### src/rtl/systolic_pkg.sv
// Shared types and helpers for the systolic result drain path.
// Optional ReLU before saturation is enabled by defining SYS_DRAIN_RELU_EN.
package systolic_pkg;

   // Drain controller states: waiting for a tile, or streaming one out
   typedef enum logic {
      IDLE  = 1'b0,
      DRAIN = 1'b1
   } drain_state_t;

   // True when a sign-extended value does not fit in a signed outw-bit field
   function automatic logic outOfRange(input logic signed [63:0] v, input int outw);
      logic signed [63:0] maxV;
      logic signed [63:0] minV;
      maxV = (64'sd1 <<< (outw - 1)) - 64'sd1;
      minV = -(64'sd1 <<< (outw - 1));
      return (v > maxV) || (v < minV);
   endfunction

endpackage

### src/rtl/systolic_requant_sat.sv
// Combinational requantizer: arithmetic shift, optional ReLU, signed clamp ACCW->OUTW.
// Defining SYS_DRAIN_RELU_EN forces negative values to zero before the clamp.
module systolic_requant_sat
   import systolic_pkg::*;
#(
   parameter int ACCW  = 32,
   parameter int OUTW  = 8,
   parameter int SHIFT = 0
) (
   input  logic [ACCW-1:0] acc_i,
   output logic [OUTW-1:0] data_o,
   output logic            sat_o
);

   logic signed [ACCW-1:0] shifted;
   logic signed [63:0]     wide;

   // Scale down, optionally rectify, then clamp to the signed output range
   always_comb begin
      shifted = $signed(acc_i) >>> SHIFT;
`ifdef SYS_DRAIN_RELU_EN
      if (shifted < 0) shifted = '0;
`endif
      wide  = 64'(shifted);
      sat_o = outOfRange(wide, OUTW);
      if (!sat_o)
         data_o = shifted[OUTW-1:0];
      else if (shifted[ACCW-1])
         data_o = {1'b1, {(OUTW-1){1'b0}}};
      else
         data_o = {1'b0, {(OUTW-1){1'b1}}};
   end

endmodule

### src/rtl/systolic_result_drain.sv
// Captures a ROWSxCOLS accumulator tile on a done pulse and streams it out
// row-major, requantized, over a valid/ready interface.
// Build option SYS_DRAIN_RELU_EN enables ReLU inside the requantizer.
module systolic_result_drain
   import systolic_pkg::*;
#(
   parameter int ACCW  = 32,
   parameter int ROWS  = 4,
   parameter int COLS  = 4,
   parameter int OUTW  = 8,
   parameter int SHIFT = 0
) (
   input  logic                                    clk,
   input  logic                                    rst_n,
   input  logic                                    done_in,
   input  logic [ROWS-1:0][COLS-1:0][ACCW-1:0]     C_in,
   output logic                                    tile_ready,
   output logic                                    tile_drop,
   output logic                                    m_valid,
   input  logic                                    m_ready,
   output logic [OUTW-1:0]                         m_data,
   output logic [$clog2(ROWS)-1:0]                 m_row,
   output logic [$clog2(COLS)-1:0]                 m_col,
   output logic                                    m_last,
   output logic                                    m_sat
);

   localparam int RW = $clog2(ROWS);
   localparam int CW = $clog2(COLS);

   drain_state_t                          stateQ;
   logic                                  validQ;
   logic                                  dropQ;
   logic                                  donePrevQ;
   logic [ROWS-1:0][COLS-1:0][ACCW-1:0]   bufQ;
   logic [RW-1:0]                         rowQ;
   logic [CW-1:0]                         colQ;

   logic            hs;
   logic            lastBeat;
   logic            doneEvent;
   logic            capture;
   logic [ACCW-1:0] curElem;

   // A done_in held high is one event: only its rising edge may capture or drop
   assign doneEvent  = done_in & ~donePrevQ;
   assign hs         = validQ & m_ready;
   assign lastBeat   = (rowQ == RW'(ROWS - 1)) && (colQ == CW'(COLS - 1));
   assign tile_ready = (stateQ == IDLE) | ((stateQ == DRAIN) & hs & lastBeat);
   assign capture    = doneEvent & tile_ready;
   assign curElem    = bufQ[rowQ][colQ];

   // Tile capture, row-major beat stepping and drop reporting
   always_ff @(posedge clk or negedge rst_n) begin
      if (!rst_n) begin
         stateQ    <= IDLE;
         validQ    <= 1'b0;
         dropQ     <= 1'b0;
         donePrevQ <= 1'b0;
         bufQ      <= '0;
         rowQ      <= '0;
         colQ      <= '0;
      end else begin
         donePrevQ <= done_in;
         dropQ     <= doneEvent & ~tile_ready;
         if (capture) begin
            bufQ   <= C_in;
            rowQ   <= '0;
            colQ   <= '0;
            stateQ <= DRAIN;
            validQ <= 1'b1;
         end else if (hs) begin
            if (lastBeat) begin
               stateQ <= IDLE;
               validQ <= 1'b0;
               rowQ   <= '0;
               colQ   <= '0;
            end else if (colQ == CW'(COLS - 1)) begin
               colQ <= '0;
               rowQ <= rowQ + RW'(1);
            end else begin
               colQ <= colQ + CW'(1);
            end
         end
      end
   end

   systolic_requant_sat #(
      .ACCW  (ACCW),
      .OUTW  (OUTW),
      .SHIFT (SHIFT)
   ) u_requant (
      .acc_i  (curElem),
      .data_o (m_data),
      .sat_o  (m_sat)
   );

   assign m_valid   = validQ;
   assign m_row     = rowQ;
   assign m_col     = colQ;
   assign m_last    = lastBeat;
   assign tile_drop = dropQ;

endmodule
### config.mk
export PLATFORM = sky130hd
export DESIGN_NAME = systolic_result_drain
export DESIGN_NICKNAME = d
export VERILOG_FILES = /design/src/rtl/systolic_pkg.sv /design/src/rtl/systolic_requant_sat.sv /design/src/rtl/systolic_result_drain.sv
export SDC_FILE = /design/constraint.sdc
export NUM_CORES = 1
export LEC_CHECK = 0
export BUFFER_PORTS_ARGS = -buffer_cell sky130_fd_sc_hd__buf_2
export CAP_MARGIN = 20
export CORE_AREA = 2 2 206 208
export CTS_BUF_LIST = sky130_fd_sc_hd__clkbuf_8
export DETAILED_ROUTE_END_ITERATION = 6
export DIE_AREA = 0 0 208 210
export PLACE_DENSITY = 0.93
export SLEW_MARGIN = 20
export SYNTH_ARGS = -nofsm -noshare
export SYNTH_HDL_FRONTEND = slang
export SYNTH_SLANG_ARGS = --single-unit
### constraint.sdc
create_clock -name clk -period 6.5 [get_ports clk]
set_input_delay 1.3 -clock clk [delete_from_list [all_inputs] [get_ports clk]]
set_output_delay 1.3 -clock clk [all_outputs]
set_load 0.02 [all_outputs]
==> qor.csv, run 1 <==
stage,metric,value,unit
synth,area of the mapped netlist,23200,µm²
route,DR pass1 iterations,7,
route,routed len/inst,25.2,µm
grt,vias in the first global route,16894,
outcome,outcome,"complete, no violations",
finish,final net count,2483,
finish,Multi-input gate area,9740,µm²
power,P per Cell Area,484,nW/µm²
finish,final std cells w/o fill,2623,
floorplanning,die area,43700,µm²
setup_path,crit path kind,reg2out,
hold_path,hold path start,bufQ[171],
floorplanning,Starting Density,56.0,%
route,Vias per Instance,5.88,
grt,total grt overflow,0,
setup_path,CP required,5200,ps
grt,largest net degree at the start of global routing,202,
grt,gr busiest metal,met2,
route,Vias,15411,
synth,most frequent cells after synthesis,"dfrtp_1, mux2_2, mux4_2, clkbuf_1, nand2_1",
setup_path,Reg2Reg Depth,7,
clock_tree,H-tree levels,3,
finish,Fillers,2717,
synth,Yosys reg bits,519,
route,Post-route DRC,0,
floorplanning,io pins,533,
clock_tree,Post CTS Setup Buffer Count,0,
sta,worst slew pin tran,1200,ps
setup_path,worst r2r src,m_row[0],
hold_path,Hold WC Path Type,reg2reg,
flow_run,max cap viols,0,
placement,HPWL after DPL,47400,µm
synth,"top cells by area, synth","dfrtp_1, mux2_2, mux4_2, clkbuf_1, mux2i_1",
synth,post-synthesis sequential area ratio,56.0,%
sta,Pins Over Slew Limit,0,
placement,Final GP Congestion,0.929,
clock_tree,CTS resizes,0,
route,Post-Route WL,66000,µm
placement,placed cell count,2415,
synth,syn_nets,1938,
synth,Post-Synthesis Cells,1420,
clock_tree,CTS root buf,clkbuf_8,
sta,RSZ-0062 raised after global routing,no,
setup_path,Crit Path Max Fanout,52,
sta,fin crit period,5940,ps
floorplanning,die width,208,µm
grt,global-route wire length before repair,100000,µm
finish,"Area growth, synth to finish",22.1,%
setup_path,crit start category,flip-flop,
finish,layout cells sized above 1,65.9,%
grt,met1 GRT Util,38.8,%
finish,Register Area,13000,µm²
setup_path,Critical Path Start,m_row[1],
clock_tree,clock sink count,519,
clock_tree,Num CTS Buffers,85,
synth,Synth area leader,dfrtp_1,
synth,post-synthesis cell type count,35,
synth,Synth async-reset ratio,100,%
setup_path,CP arrival,4640,ps
clock_tree,TritonCTS clock tree,done,
synth,Synth warnings,0,
placement,Port Buffer Count,532,
sta,# setup viols final,0,
sta,Slew headroom,20.3,%
clock_tree,Hold Buf Count CTS,0,
grt,M3 GR Usage,8.70,%
grt,all-layer global routing usage,30.3,%
synth,"EDFF count, synth",0,
clock_tree,worst-skew pair later-pin latency,680,ps
synth,top_reg_cell synth,dfrtp_1,
synth,most frequent cell after synthesis,dfrtp_1,
floorplanning,height of the die,210,µm
clock_tree,clock-pin slew on the worst setup and hold paths,60,ps
setup_path,Worst Setup End Kind,output pin,
route,Detail Route Antenna Nets,0,
floorplanning,row cnt,75,
hold_path,hold path cells,1,
sta,setup TNS,0,ps
sta,"Hold Violations, Final",0,
sta,Max Clk Rate,0.168,GHz
synth,Yosys top cell area share,56.0,%
power,Leak,12.9,nW
grt,antenna violations before repair,57,
clock_tree,maximum root-to-sink buffer count,3,
synth,Syn Area/Cell,16.3,µm²
power,Max rail drop VDD,243,µV
route,DR iter-0 viols,1285,
floorplanning,core area,41500,µm²
grt,met2 Use GR,46.7,%
sta,Final Skew,26.9,ps
sta,fin crit share,91.3,%
-- cells by family (layout without fill, tap and decap cells) --
logic type / Yosys count / count (layout) / synth area share, %
adder cells (fa/ha/maj): 2 / 2 / 0.108
buffers and inverters: 108 / 722 / 2.12
flip-flops: 519 / 519 / 56.0
multiplexers: 664 / 664 / 38.5
AND/OR/NAND/NOR: 75 / 75 / 1.60
AO/OA/AOI/OAI: 52 / 52 / 1.69
other: 0 / 50 / 0
-- worst max-delay path, cell delays in order (launching register included) --
cell	delay (ps)
dfrtp_4	960
buf_4	450
mux4_2	360
a22oi_1	360
nand2_1	150
or4_1	430
nor3_1	300
nand4_1	150
and2_1	320
o21bai_1	220
buf_2	180
-- stage by stage --
step | cell area, µm² | power (mW) | util [%] | setup slack (ps) | hold slack [ps]
floorplan | 23200 | 9.05 | - | 2140 | 475
detailed placement | 26400 | 10.7 | 63.5 | 1080 | 490
finish | 28300 | 13.7 | 68.3 | 564 | 502
global route | 28300 | 14.4 | 68.3 | 305 | 512
CTS | 28200 | 13.7 | 67.9 | 333 | 503
global placement | 26300 | 10.3 | 63.5 | 1140 | 484
-- placed cells by master, fill, tap and decap left out, drive strengths merged, types with 8 or more instances in the layout --
master  synthesis  routed
mux4          132     132
a221oi          8       8
nand2          26      26
buf            30     556
dfrtp         519     519
nor2            9       9
nand3          11      11
diode           0      50
inv            10      32
clkbuf         68     111
a22oi          22      22
clkinv          0      18
mux2i          20      20
mux2          512     512
-- power by group --
| part | switching [mW] | leakage (nW) | internal (mW) | total (mW) |
|---|---|---|---|---|
| Combinational | 1.96 | 5.49 | 2.83 | 4.79 |
| Clock | 1.36 | 1.03 | 1.66 | 3.02 |
| Sequential | 1.11 | 6.36 | 4.79 | 5.90 |
-- state kept, by name, summed over array words and instances (netlist names) --
| signal | count |
|---|---|
| m_row | 2 |
| m_col | 2 |
| m_valid | 1 |
| donePrevQ | 1 |
| bufQ | 512 |
| tile_drop | 1 |
-- routing by layer --
metal  up-vias  wire length, µm
met1      7900            25300
met3       231             5100
met5         -               97
met4        16             3790
met2       726            31700
li1       6538                -
-- area by class of cell --
class,instances,share of cell area (%)
clock buffer,111,5.39
clock inverter,45,1.02
sequential,519,45.9
timing repair buffer,556,10.4
tap,539,2.38
multi-input combinational,793,34.4
inverter,10,0.132
antenna,50,0.441
-- worst paths after layout --
path | to | slack [ps]
worst max-delay path | m_data[5] | 560
worst min-delay path | bufQ[171] | 500
worst max register to register | bufQ[213] | 2890
worst min register to register | bufQ[171] | 500
max in group asynchronous | bufQ[420] | 4270
min in group asynchronous | bufQ[161] | 580
Note: power is estimated with default switching activity, not from simulation.
==> inputs of run 2 (changes only) <==
--- a/config.mk
+++ b/config.mk
@@ -7,12 +7,11 @@
 export LEC_CHECK = 0
 export BUFFER_PORTS_ARGS = -buffer_cell sky130_fd_sc_hd__buf_2
 export CAP_MARGIN = 20
-export CORE_AREA = 2 2 206 208
+export CORE_MARGIN = 2
+export CORE_UTILIZATION = 56
 export CTS_BUF_LIST = sky130_fd_sc_hd__clkbuf_8
 export DETAILED_ROUTE_END_ITERATION = 6
-export DIE_AREA = 0 0 208 210
 export PLACE_DENSITY = 0.93
-export SLEW_MARGIN = 20
 export SYNTH_ARGS = -nofsm -noshare
 export SYNTH_HDL_FRONTEND = slang
 export SYNTH_SLANG_ARGS = --single-unit
==> constraint.sdc (replaced) <==
create_clock -name clk -period 5.5 [get_ports clk]
set_input_delay 1.1 -clock clk [delete_from_list [all_inputs] [get_ports clk]]
set_output_delay 1.1 -clock clk [all_outputs]
set_load 0.02 [all_outputs]
==> run 2 against run 1 <==
Flip-flop and latch count is the same. Final cell count is 0.15% higher. Core utilization increased by 1.1 points. Critical endpoint unchanged. Clock power rose by 11%. Worst hold slack worse by 1.5 ps. Critical path type unchanged. Sequential power is 19% higher. Cell area about the same. Total power is 18% higher. Highest routed layer unchanged. Critical path depth shrank 2.
==> qor.csv, run 2 (synthesis results as in run 1) <==
stage,metric,value,unit
outcome,outcome,"complete, no violations",
finish,Post-Route Utilization,69.5,%
placement,Placement Cell Area,26500,µm²
route,Detail Route Antenna Nets,0,
power,Combinational Power Share,36.0,%
placement,Final GP Congestion,0.910,
sta,Slew headroom,26.8,%
grt,antenna violations before repair,56,
power,sequential share of power,43.3,%
finish,"most common cell after layout, fill and taps aside",buf_2,
floorplanning,Starting Density,56.8,%
sta,fin crit share,95.7,%
finish,"Area growth, synth to finish",22.2,%
power,Max rail drop VDD,295,µV
sta,Max Clk Rate,0.190,GHz
route,routed len/inst,25.7,µm
route,Post-route DRC,0,
power,Internal Power,10.8,mW
power,Sw Share,33.1,%
sta,Final Skew,21.9,ps
clock_tree,maximum root-to-sink buffer count,3,
grt,total grt overflow,0,
flow_run,max cap viols,0,
sta,worst slew pin tran,1100,ps
clock_tree,H-tree levels,3,
sta,"Hold Violations, Final",0,
sta,Pins Over Slew Limit,0,
setup_path,Worst Setup End Kind,output pin,
setup_path,Crit Path Max Fanout,36,
sta,fin crit period,5260,ps
clock_tree,TritonCTS clock tree,done,
setup_path,crit start category,flip-flop,
clock_tree,clock-pin slew on the worst setup and hold paths,60,ps
sta,hold slack,500,ps
clock_tree,Hold Buf Count CTS,0,
route,Vias,15585,
floorplanning,die width,208,µm
placement,HPWL after DPL,48800,µm
power,P per Cell Area,570,nW/µm²
route,DR pass1 iterations,5,
finish,max reg flops,512,
route,DR iter-0 viols,1317,
power,clock power share,20.7,%
floorplanning,height of the die,208,µm
finish,layout cells sized above 1,65.8,%
finish,post-route design area,28400,µm²
clock_tree,CTS root buf,clkbuf_8,
placement,Port Buffer Count,532,
finish,most flop-heavy register,bufQ,
power,P_sw,5.35,mW
power,Leak,12.9,nW
finish,"commonest cells after routing, fill and taps aside","buf_2, dfrtp_1, mux2_2",
hold_path,Hold WC Path Type,reg2reg,
clock_tree,clock sink count,519,
sta,RSZ-0062 raised after global routing,no,
clock_tree,worst-skew pair later-pin latency,660,ps
route,Vias per Instance,5.93,
grt,vias in the first global route,16905,
floorplanning,core area,40800,µm²
clock_tree,Num CTS Buffers,85,
sta,# setup viols final,0,
grt,all-layer global routing usage,31.5,%
setup_path,crit path kind,reg2out,
floorplanning,die area,43100,µm²
floorplanning,row cnt,74,
sta,setup TNS,0,ps
grt,global-route wire length before repair,102000,µm
finish,final net count,2496,
grt,largest net degree at the start of global routing,149,
setup_path,CP required,4400,ps
floorplanning,io pins,533,
route,Post-Route WL,67600,µm
setup_path,CP arrival,4160,ps
run 2: cell count changes in the layout (fill, tap and decap cells not counted), moves of 2 or more:
cell	change
bufinv_16	-2
buf_12	+7
buf_16	-2
inv_1	+7
buf_4	+8
clkbuf_8	-8
clkinv_2	-2
run 2: power groups by stage:
stage | clock (mW) | combinational (mW) | sequential, mW
after floorplan | 0 | 4.41 | 6.29
after global placement | 0 | 5.45 | 6.94
after global routing | 3.57 | 6.22 | 7.17
after detailed placement | 0 | 5.68 | 7.04
final | 3.35 | 5.83 | 7.00
after CTS | 3.39 | 5.80 | 6.99
run 2: worst max-delay path: stages, from the launching register on:
cell	delay (ps)
dfrtp_4	810
buf_4	510
mux4_2	380
mux4_2	550
nor4_1	280
nand4_1	160
o41a_1	320
o21bai_1	240
buf_2	210
run 2: metal layers:
layer	vias to the layer above	share of wire [%]	GRT usage, %
li1	6572	-	-
met1	8012	39	41.4
met2	778	48	47.8
met3	209	7.8	8.50
met4	14	5.2	17.7
met5	-	0.12	0
run 2: area by class of cell:
type                       instances  area [µm²]
antenna                           51         128
clock buffer                     103        1420
clock inverter                    50         273
fill                            2663       12500
inverter                          10        37.5
multi-input combinational        793        9740
sequential                       519       13000
tap                              532         666
timing repair buffer             569        3100
run 2: final timing paths:
check | startpoint | to | slack [ps] | depth (start not counted)
setup / recovery | m_col[0] | m_data[5] | 240 | 8
hold / removal | bufQ[336] | bufQ[336] | 500 | 1
setup reg to reg | m_col[0] | bufQ[293] | 1630 | 7
hold reg to reg | bufQ[336] | bufQ[336] | 500 | 1
max in group asynchronous | rst_n | bufQ[339] | 3600 | 2
min in group asynchronous | rst_n | bufQ[260] | 540 | 1
run 2: through the flow:
step | instances | setup slack [ps] | power [mW]
floorplan | 1420 | 1340 | 10.7
global placement | 2419 | 879 | 12.4
detailed placement | 2419 | 650 | 12.7
CTS | 2575 | 28.3 | 16.2
global route | 2623 | 7.49 | 17.0
finish | 2627 | 239 | 16.2
run 2: repair_timing:
action | CTS | global route
gates resized for setup | 0 | 1
hold endpoints to repair | 0 | 0
setup endpoints to repair | 3 | 7
cloned | 0 | 0
setup buffers | 3 | 1
==> inputs of run 3 (changes only) <==
--- a/config.mk
+++ b/config.mk
@@ -5,13 +5,15 @@
 export SDC_FILE = /design/constraint.sdc
 export NUM_CORES = 1
 export LEC_CHECK = 0
+export ABC_AREA = 1
 export BUFFER_PORTS_ARGS = -buffer_cell sky130_fd_sc_hd__buf_2
 export CAP_MARGIN = 20
 export CORE_MARGIN = 2
-export CORE_UTILIZATION = 56
+export CORE_UTILIZATION = 57
 export CTS_BUF_LIST = sky130_fd_sc_hd__clkbuf_8
 export DETAILED_ROUTE_END_ITERATION = 6
-export PLACE_DENSITY = 0.93
+export PLACE_DENSITY = 0.94
+export REMOVE_ABC_BUFFERS = 1
 export SYNTH_ARGS = -nofsm -noshare
 export SYNTH_HDL_FRONTEND = slang
 export SYNTH_SLANG_ARGS = --single-unit
==> run 3 against run 2 <==
The run now ends with design-rule violations left. Sequential share of layout area fell by 1.1 points. Core utilization decreased by 0.49 points. Clock skew grew 25 ps. Register-to-register slack got worse by 610 ps. Clock power decreased by 2%. Synthesized cell count rose by 82%. Worst hold slack lost 4.5 ps. Maximum frequency grew 1.9%. Largest cell class unchanged.
==> qor.csv, run 3 <==
stage,metric,value,unit
floorplanning,die area,44500,µm²
route,Vias,21857,
floorplanning,die width,211,µm
hold_path,Hold WC Path Type,reg2reg,
placement,Final GP Congestion,0.961,
synth,Post-Synthesis Cells,2582,
clock_tree,CTS resizes,0,
setup_path,Crit Path Max Fanout,111,
synth,post-synthesis sequential area ratio,53.2,%
synth,area of the mapped netlist,24400,µm²
synth,"EDFF count, synth",0,
finish,"most common cell after layout, fill and taps aside",buf_2,
finish,post-route design area,29100,µm²
floorplanning,row cnt,75,
route,DR iter-0 viols,2655,
floorplanning,io pins,533,
finish,most flop-heavy register,bufQ,
sta,Max Clk Rate,0.194,GHz
floorplanning,core area,42100,µm²
clock_tree,TritonCTS clock tree,done,
route,Vias per Instance,5.95,
sta,Final Skew,46.5,ps
synth,Syn Area/Cell,9.46,µm²
synth,Yosys top cell area share,53.2,%
clock_tree,worst-skew pair later-pin latency,660,ps
floorplanning,Starting Density,58.0,%
setup_path,crit path kind,reg2out,
grt,vias in the first global route,22225,
synth,"top cells by area, synth","dfrtp_1, mux2_2, nor2_1, nand2_1, a21oi_1",
setup_path,RR Endpoint,m_row[1],
hold_path,WHS Endpoint,bufQ[11],
route,Post-route DRC,12,
clock_tree,H-tree levels,3,
sta,"Hold Violations, Final",0,
sta,PnR worst setup slack,339,ps
grt,all-layer global routing usage,34.3,%
floorplanning,height of the die,211,µm
clock_tree,Post CTS Setup Buffer Count,0,
grt,largest net degree at the start of global routing,123,
clock_tree,clock sink count,519,
finish,Register Area,13000,µm²
sta,Slew headroom,33.8,%
finish,Fillers,2806,
finish,Post-Route Utilization,69.0,%
power,Max rail drop VDD,449,µV
finish,final net count,3578,
power,final total power,17.0,mW
sta,Pins Over Slew Limit,0,
route,Post-Route WL,77000,µm
power,P per Cell Area,584,nW/µm²
synth,most frequent cell after synthesis,dfrtp_1,
power,Leak,14.7,nW
grt,total grt overflow,0,
finish,Multi-input gate area,9830,µm²
sta,worst slew pin tran,992,ps
hold_path,hold path start,bufQ[11],
setup_path,CP required,4400,ps
finish,layout cells sized above 1,33.1,%
synth,top_reg_cell synth,dfrtp_1,
outcome,outcome,"finished, violations left",
sta,# setup viols final,0,
route,routed len/inst,21.0,µm
sta,RSZ-0062 raised after global routing,no,
outcome,failing checks,design-rule violations,
finish,max reg flops,512,
hold_path,hold path cells,1,
synth,most frequent cells after synthesis,"dfrtp_1, nor2_1, mux2_2, nand2_1, inv_1",
synth,Synth async-reset ratio,100,%
grt,antenna violations before repair,17,
clock_tree,clock-pin slew on the worst setup and hold paths,60,ps
route,DR pass1 iterations,7,
setup_path,worst r2r src,m_row[1],
setup_path,crit start category,flip-flop,
placement,Port Buffer Count,532,
synth,Synth area leader,dfrtp_1,
clock_tree,Num CTS Buffers,84,
sta,fin crit period,5160,ps
setup_path,CP arrival,4060,ps
clock_tree,CTS root buf,clkbuf_8,
setup_path,reg2reg setup slack,1020,ps
clock_tree,maximum root-to-sink buffer count,3,
placement,post-placement setup slack,1120,ps
synth,Yosys reg bits,519,
route,Detail Route Antenna Nets,0,
flow_run,max cap viols,0,
setup_path,Worst Setup End Kind,output pin,
synth,Synth warnings,0,
clock_tree,Hold Buf Count CTS,0,
setup_path,Reg2Reg Depth,8,
synth,post-synthesis cell type count,28,
finish,"commonest cells after routing, fill and taps aside","buf_2, dfrtp_1, nor2_1",
placement,Placement Cell Area,27400,µm²
sta,fin crit share,93.8,%
grt,global-route wire length before repair,118000,µm
finish,"Area growth, synth to finish",19.0,%
placement,HPWL after DPL,49600,µm
==> run 3: worst max path at each step <==
stage | end | slack, ps | start | depth (start not counted)
2_1_floorplan | m_row[0] | -15340 | m_row[0] | 7
3_3_place_gp | m_data[2] | 1180 | m_row[1] | 14
3_5_place_dp | m_data[2] | 1120 | m_row[1] | 15
4_1_cts | m_data[2] | 340 | m_row[1] | 14
5_1_grt | m_data[2] | 100 | m_row[1] | 14
6_report | m_data[2] | 340 | m_row[1] | 15
==> run 3: metal layers <==
metal	share of wire, %	track usage [%]	wire, µm	up-vias
li1	-	-	-	9530
met3	9.7	8.58	7440	422
met2	48	56.2	36800	1486
met1	36	41.0	27800	10411
met4	6.3	21.2	4850	8
met5	0.090	0	69	-
==> run 3: cells by family (layout without fill, tap and decap cells) <==
logic type	count (synthesis)	count (layout)	synth area share, %
compound gates	453	453	9.99
mux	329	329	15.2
flops	519	519	53.2
buf+inv	380	922	6.61
simple gates	899	899	15.0
other cells	0	11	0
fa+ha+maj	2	2	0.102
==> run 3: final cells by class <==
cell class,count,area share [%]
diodes,11,0.0947
clock buffers,104,4.93
clock inverters,46,0.745
inverters,197,2.57
multi-input cells,1683,33.8
flip-flops and latches,519,44.7
well taps,539,2.32
repair buffers,575,10.8
==> run 3: power breakdown <==
group	internal, mW	total, mW	switching (mW)	leakage (nW)
sequential	5.70	6.77	1.07	6.03
combinational	2.68	6.92	4.23	7.69
clock	1.71	3.29	1.58	0.974
==> run 3: stage by stage <==
stage / hold WS, ps / std cells / setup TNS (ps)
CTS: 497 / 3663 / 0
global route: 502 / 3672 / 0
global placement: 479 / 3513 / 0
floorplan: 471 / 2399 / -7543200
detailed placement: 484 / 3513 / 0
finish: 496 / 3674 / 0
==> run 3: critical path: stages (launching register included) <==
cell     delay (ps)
dfrtp_4         640
inv_6           710
buf_4           480
nor2_1           90
o21ai_0         100
nand3_1         110
nand3_1          80
nand2_1         130
nor2_1          110
nand2_1          80
nor2_2          120
nand3_2         120
nand2_4         220
nand2_1          90
nand2_1         110
buf_2           190
